===== src/rtl/uart_step_counter_if.sv =====
// Bus bundle for uart_step_counter: step/clear/load controls in, count/tc out.
// wraps is present only when UART_STEP_COUNTER_WRAPS_EN is defined.
interface uart_step_counter_if #(
    parameter int unsigned WIDTH = 4
);
    logic             ena;
    logic             clr;
    logic             load;
    logic [WIDTH-1:0] load_val;
    logic             up;
    logic [WIDTH-1:0] count;
    logic             tc;
`ifdef UART_STEP_COUNTER_WRAPS_EN
    logic [7:0]       wraps;

    modport master (output ena, clr, load, load_val, up, input count, tc, wraps);
    modport slave  (input ena, clr, load, load_val, up, output count, tc, wraps);
`else
    modport master (output ena, clr, load, load_val, up, input count, tc);
    modport slave  (input ena, clr, load, load_val, up, output count, tc);
`endif
endinterface


===== src/rtl/uart_step_counter.sv =====
// Edge-stepped modulo up/down counter (one UART frame per cycle) with terminal-count pulse.
// Optional wrap-event counter enabled by defining UART_STEP_COUNTER_WRAPS_EN.
module uart_step_counter #(
    parameter int unsigned WIDTH    = 4,
    parameter int unsigned MODULO   = 10,
    parameter int unsigned SATURATE = 0
) (
    input logic                  clk,
    input logic                  rst,
    uart_step_counter_if.slave   bus
);
    localparam logic [WIDTH-1:0] TERM_UP = WIDTH'(MODULO - 1);
    localparam logic [WIDTH:0]   MOD_EXT = (WIDTH + 1)'(MODULO);

    logic [WIDTH-1:0] r_count;
    logic             r_tc;
    logic             r_ena_q;

    logic             w_step;
    logic             w_at_term;
    logic [WIDTH-1:0] w_count_step;
    logic [WIDTH-1:0] w_load_clamped;

    assign w_step    = bus.ena & ~r_ena_q;
    assign w_at_term = bus.up ? (r_count == TERM_UP) : (r_count == '0);

    // Values above the last count state clamp to the terminal value
    assign w_load_clamped = ({1'b0, bus.load_val} >= MOD_EXT) ? TERM_UP : bus.load_val;

    // Next count for a step in the current direction
    always_comb begin
        w_count_step = r_count;
        if (w_at_term) begin
            if (SATURATE != 0) begin
                w_count_step = r_count;
            end else begin
                w_count_step = bus.up ? '0 : TERM_UP;
            end
        end else begin
            w_count_step = bus.up ? (r_count + WIDTH'(1)) : (r_count - WIDTH'(1));
        end
    end

    // ena_q resets high so a level already asserted at reset release is not a step
    always_ff @(posedge clk) begin
        if (rst) begin
            r_count <= '0;
            r_tc    <= 1'b0;
            r_ena_q <= 1'b1;
        end else begin
            r_ena_q <= bus.ena;
            if (bus.clr) begin
                r_count <= '0;
                r_tc    <= 1'b0;
            end else if (bus.load) begin
                r_count <= w_load_clamped;
                r_tc    <= 1'b0;
            end else if (w_step) begin
                r_count <= w_count_step;
                r_tc    <= w_at_term;
            end else begin
                r_tc    <= 1'b0;
            end
        end
    end

    assign bus.count = r_count;
    assign bus.tc    = r_tc;

`ifdef UART_STEP_COUNTER_WRAPS_EN
    logic [7:0] r_wraps;

    // Counts tc assertions, saturating at 255
    always_ff @(posedge clk) begin
        if (rst || bus.clr) begin
            r_wraps <= '0;
        end else if (!bus.load && w_step && w_at_term && (r_wraps != 8'hFF)) begin
            r_wraps <= r_wraps + 8'd1;
        end
    end

    assign bus.wraps = r_wraps;
`endif
endmodule


===== src/flat_wrapper.sv =====
// flat-port wrapper written by rule: the top's interface ports become plain ports
module uart_step_counter_flat 
#(
    parameter int unsigned WIDTH    = 4,
    parameter int unsigned MODULO   = 10,
    parameter int unsigned SATURATE = 0
)
  (clk, rst, bus_ena, bus_clr, bus_load, bus_load_val, bus_up, bus_count, bus_tc);
  uart_step_counter_if #(.WIDTH(WIDTH)) bus_i ();
  input logic clk;
  input logic rst;
  input wire logic [$bits(bus_i.ena)-1:0] bus_ena;
  input wire logic [$bits(bus_i.clr)-1:0] bus_clr;
  input wire logic [$bits(bus_i.load)-1:0] bus_load;
  input wire logic [$bits(bus_i.load_val)-1:0] bus_load_val;
  input wire logic [$bits(bus_i.up)-1:0] bus_up;
  output wire logic [$bits(bus_i.count)-1:0] bus_count;
  output wire logic [$bits(bus_i.tc)-1:0] bus_tc;
  assign bus_i.ena = bus_ena;
  assign bus_i.clr = bus_clr;
  assign bus_i.load = bus_load;
  assign bus_i.load_val = bus_load_val;
  assign bus_i.up = bus_up;
  assign bus_count = bus_i.count;
  assign bus_tc = bus_i.tc;
  uart_step_counter #(.WIDTH(WIDTH), .MODULO(MODULO), .SATURATE(SATURATE)) u_core (.clk(clk), .rst(rst), .bus(bus_i));
endmodule

===== config.mk =====
export PLATFORM = sky130hd
export DESIGN_NAME = uart_step_counter_flat
export DESIGN_NICKNAME = d
export VERILOG_FILES = /design/src/rtl/uart_step_counter_if.sv /design/src/rtl/uart_step_counter.sv /design/src/flat_wrapper.sv
export SDC_FILE = /design/constraint.sdc
export NUM_CORES = 1
export LEC_CHECK = 0
export BUFFER_PORTS_ARGS = -buffer_cell sky130_fd_sc_hd__clkbuf_2
export CORE_AREA = 4 4 41 43
export CTS_CLUSTER_DIAMETER = 50
export CTS_CLUSTER_SIZE = 12
export DETAILED_ROUTE_END_ITERATION = 12
export DIE_AREA = 0 0 45 47
export SETUP_SLACK_MARGIN = 0.02
export SLEW_MARGIN = 5
export SYNTH_ARGS = -nofsm -noshare
export SYNTH_HDL_FRONTEND = slang
export SYNTH_SLANG_ARGS = --single-unit

===== constraint.sdc =====
create_clock -name clk -period 1.6 [get_ports clk]
set_input_delay 0.4 -clock clk [delete_from_list [all_inputs] [get_ports clk]]
set_output_delay 0.4 -clock clk [all_outputs]
set_load 0.02 [all_outputs]

### Yosys cells after proc, flatten, opt, wreduce, memory -nomap -nowiden

Cells that the tools add are included.

| storage, ports and cells | value |
|---|---|
| flip-flop bits (word level) | 6 |
| logic and storage cells | 21 |
| output and inout port bits | 5 |
| input port bits | 10 |

| operators by class | value |
|---|---|
| $lt $le $gt $ge | 1 |
| add/sub/neg operators | 2 |
| eq/ne operators | 1 |
| muxes and demuxes | 7 |
| bitwise logic cells | 3 |
| reductions and logical operators | 4 |

Operators with widths:

| cell | number |
|---|---|
| two-way mux 4 bit | 6 |
| adder 4 x 1 -> 4 bit, second input constant | 1 |
| == test 4 bit, second input constant | 1 |
| greater-or-equal comparator 4 bit, second input constant | 1 |
| logical NOT 4 bit | 1 |
| OR reduction 4 bit | 1 |
| subtractor 4 x 1 -> 4 bit, second input constant | 1 |
| inverter 1 bit | 2 |
| nonzero test 2 bit | 1 |
| OR reduction 2 bit | 1 |
| AND 1 bit | 1 |
| two-way mux 1 bit | 1 |

### Depth between registers and ports, before layout

| logic depth | value |
|---|---|
| depth after elaboration | 5 |
| depth in mapped cells | 7 |
| mapped depth without buffers | 7 |

### Worst setup path after synthesis

No wires, ideal clock.

| timing | value |
|---|---|
| kind | register -> register |
| from | register u_core.r_count[1], in the netlist u_core.bus.count[1] |
| to | register u_core.r_count[3], in the netlist u_core.bus.count[3] |
| cell stages (with the launch flop) | 7 |
| setup time | 0.075 ns |
| path slack | -0.029 ns |
| arrival time | 1.554 ns |
| data required time | 1.525 ns |
| period minus slack after synthesis | 1.629 ns |
| cells stage by stage | dfxtp_1 > ha_1 > a21o_1 > a21oi_2 > mux2i_1 > o311ai_1 > o22ai_1 |

| on the way | value |
|---|---|
| longest elaborated chain between the ends | 5 |
| elaborated cells between the ends (all ways) | 9 |
| those cells by class | add/sub (2); eq/ne (1); mux (5); reduce/logical (1) |

Ends and longest elaborated chain:

| item | RTL line | text |
|---|---|---|
| start: declaration | uart_step_counter.sv:15 | `logic [WIDTH-1:0] r_count;` |
| start signal: assignment | uart_step_counter.sv:56 | `r_count <= w_load_clamped;` |
| start signal: assignment | uart_step_counter.sv:59 | `r_count <= w_count_step;` |
| subtractor 4 x 1 -> 4 bit (tied with other cells) | uart_step_counter.sv:40 | `w_count_step = bus.up ? (r_count + WIDTH'(1)) : (r_count - WIDTH'(1));` |
| two-way mux 4 bit / two-way mux 1 bit (equally long branches) | uart_step_counter.sv:40, uart_step_counter.sv:25 |  |
| two-way mux 4 bit * | uart_step_counter.sv:33 | `if (w_at_term) begin` |
| two-way mux 4 bit * | uart_step_counter.sv:58 | `end else if (w_step) begin` |
| two-way mux 4 bit * | uart_step_counter.sv:55 | `end else if (bus.load) begin` |

Mark *: on every way between the ends. The rest lies on a longest branch, timed or not. The select of a mux whose other input is x is not followed.
A chain may end at the register's enable or synchronous reset.

### Worst setup path after layout

| timing | value |
|---|---|
| from | register u_core.r_count[1], in the netlist u_core.bus.count[1] |
| to | register u_core.r_count[2], in the netlist u_core.bus.count[2] |

Same word-level chain as after synthesis.

==> impl_metrics.yaml <==
clocking:
  clk_latency_worst_skew_pair_ns: 0.24
  ctsLongestPathBuffers: 2
  clock_sinks: 6
  clk_pin_slew_ns: 0.05
  cts_tree: "built"
  clockRootBuffer: "sky130_fd_sc_hd__clkbuf_4"
  post_cts_hold_buffer_count: 0
  numCtsBuffers: 3
  cts_htree_levels: 1
timing:
  max_freq_ghz: 0.649
  tcrit_tclk_final: 0.962
  final-setup-viol-count: 0
  setup_total_negative_slack_ns: 0
  rsz0062_at_grt: "yes"
  hold_violations: 0
  timing.final.crit_period_ns: 1.54
  slew_headroom: 0.813
  tightestPinTransition_ns: 0.280
  timing.clock.skew_ns: 0.00352
  final_max_slew_viol_count: 0
  post-route-worst-setup-slack_ns: 0.0603
logic_synthesis:
  syn-instance-count: 50
  synthDominantAreaCellType: "sky130_fd_sc_hd__dfxtp_1"
  seq_area_frac_synth: 0.290
  syn-num-nets: 63
  postSynth.asyncResetShare: 0
  synthTopCellsByArea: "sky130_fd_sc_hd__dfxtp_1, sky130_fd_sc_hd__ha_1, sky130_fd_sc_hd__nor2_1"
  synth_area_um2: 414
  postSynthRegisterBits: 6
  ys.flop_type: "sky130_fd_sc_hd__dfxtp_1"
  syn-mean-instance-area_um2: 8.28
  yosys.area.top_type_share: 0.290
  netlist-cell-type-count: 28
  synth-edff-count: 0
  yosys_warnings: 0
global_route:
  grt_pass1_wl_mm: 1.63
  first_global_vias: 411
  track_usage: 0.106
  grt-ovfl-total: 0
  number_of_antenna_violations_at_the_first_check_in_global_routing: 0
  largest_net_degree_at_the_start_of_global_routing: 10
min_path:
  worst_hold_startpoint: "bus_ena"
  holdCritPathClass: "in2reg"
worst_setup_path:
  cp.buffers_inverters: 1
  critical_path.startpoint: "u_core.bus.count[1]"
  timing.critical_path.to_type: "register"
  crit_path_start_kind: "register"
  cp_required_ns: 1.72
  critical_path_peak_fanout: 5
  worst_path_max_delay_cell: "sky130_fd_sc_hd__fa_1"
  worst_r2r_startpoint: "u_core.bus.count[1]"
  worst_ep_arrival_time_ns: 1.66
  worst_path_dominant_cell_family: "adder cells"
  worst-r2r-setup-slack_ns: 0.06
  path_class: "reg2reg"
  timing.critical_path.slowest_cell_delay_ns: 0.39
  critical_path_cell_sequence: "buf_4, fa_1, xnor2_1, nor2_1, a221oi_2, a211oi_1"
pwr:
  powerDensity_mw_per_mm2: 708
  worst_ir_drop_vdd_uv: 325
  fin_total_pwr_uw: 395
  power.leakage_uw: 0.000270
layout:
  most_common_library_cell_in_the_layout_ignoring_fill_and_taps: "sky130_fd_sc_hd__clkbuf_2"
  antenna_cells: 0
  commonest_cells_after_routing_fill_and_taps_aside: "sky130_fd_sc_hd__clkbuf_2, sky130_fd_sc_hd__nor2_1, sky130_fd_sc_hd__dfxtp_1"
  fin_nets: 84
  area.growth.synth_to_final_pct: 34.7
  post-route-util: 0.429
  share_of_layout_cells_above_drive_strength_1: 0.377
run_status:
  outcome: "finished, final reports clean"
place:
  worst_setup_timing_slack_at_the_placement_stage_ns: -0.174
  detailed_place_hpwl_um: 730
  buffer_ports.inserted: 14
  finalWeightedCongestion: 0.705
floorplanning:
  core.rowCount: 13
  initial_core_util: 0.318
  die_w_um: 45
  die_h_um: 47
  fp.dieArea_mm2: 0.00212
  floorplan.core_area_mm2: 0.00130
  top_level_ports: 15
job:
  maxCapViolCount: 0
drt:
  initialDrtViolationCount: 2
  wl_per_cell_um: 10.7
  postRouteAntennaNets: 0
  detailedRoute.firstPassIterationCount: 2
  detailroute.via_count: 422
  drcViolationCount: 0
  viasPerCell: 5.02
  route.final.wire_length_um: 899
-- Yosys cell counts (2+ instances only) --
library cell	n
sky130_fd_sc_hd__dfxtp_1	6
sky130_fd_sc_hd__nor2_1	6
sky130_fd_sc_hd__inv_1	3
sky130_fd_sc_hd__nand2b_1	3
sky130_fd_sc_hd__a211oi_1	2
sky130_fd_sc_hd__a221oi_1	2
sky130_fd_sc_hd__clkbuf_1	2
sky130_fd_sc_hd__ha_1	2
sky130_fd_sc_hd__nand2_1	2
sky130_fd_sc_hd__o21ai_0	2
sky130_fd_sc_hd__or2_1	2
sky130_fd_sc_hd__xnor2_1	2
-- registers in the layout (all words and copies together) (netlist names) --
register          flops
u_core.bus.count      4
u_core.bus.tc         1
u_core.r_ena_q        1
-- final cells by class --
cell class | count | area, um^2
Tap cell | 15 | 18.8
Clock buffer | 3 | 22.5
Multi-Input combinational cell | 39 | 282
Fill cell | 149 | 743
Timing Repair Buffer | 18 | 100
Inverter | 3 | 11.3
Sequential cell | 6 | 124
-- cell families (layout without fill, tap and decap cells) --
kind of cell    count (synthesis)  count (layout)  synth area share
mux                             1               1            0.0242
fa+ha+maj                       3               3             0.109
buf+inv                         5              24            0.0453
compound gates                 13              13             0.224
xor+xnor                        3               3            0.0635
flops                           6               6             0.290
simple gates                   19              19             0.245
-- worst paths after layout --
path                         end  cells past startpoint
max          u_core.bus.count[2]                      6
min               u_core.r_ena_q                      2
max reg2reg  u_core.bus.count[2]                      6
min reg2reg        u_core.bus.tc                      3
-- report_power, final --
part / total [uW] / internal (uW) / switching [uW]
logic: 96.0 / 45.6 / 50.4
registers: 161 / 155 / 5.76
clock network: 138 / 84.8 / 53.7
-- timing repair --
action,4_1_cts,5_1_grt
hold endpoints to repair,0,0
gates resized for setup,0,2
buffers inserted,0,1
endpoints found under the setup margin,0,1
-- through the flow --
stage	instance area, um^2	hold slack, ns	instances
2_1_floorplan	415	0.497	50
3_3_place_gp	519	0.596	80
3_5_place_dp	519	0.604	80
4_1_cts	542	0.349	83
5_1_grt	558	0.362	84
6_report	558	0.354	84
-- routing by layer --
metal  vias up  part of all wire  track usage
met5         -                 0            0
met2        14              0.45        0.169
met3         2             0.076       0.0345
met1       184              0.46        0.128
met4         0             0.013       0.0526
li1        222                 -            -
Power figures use the tool's default switching activity.
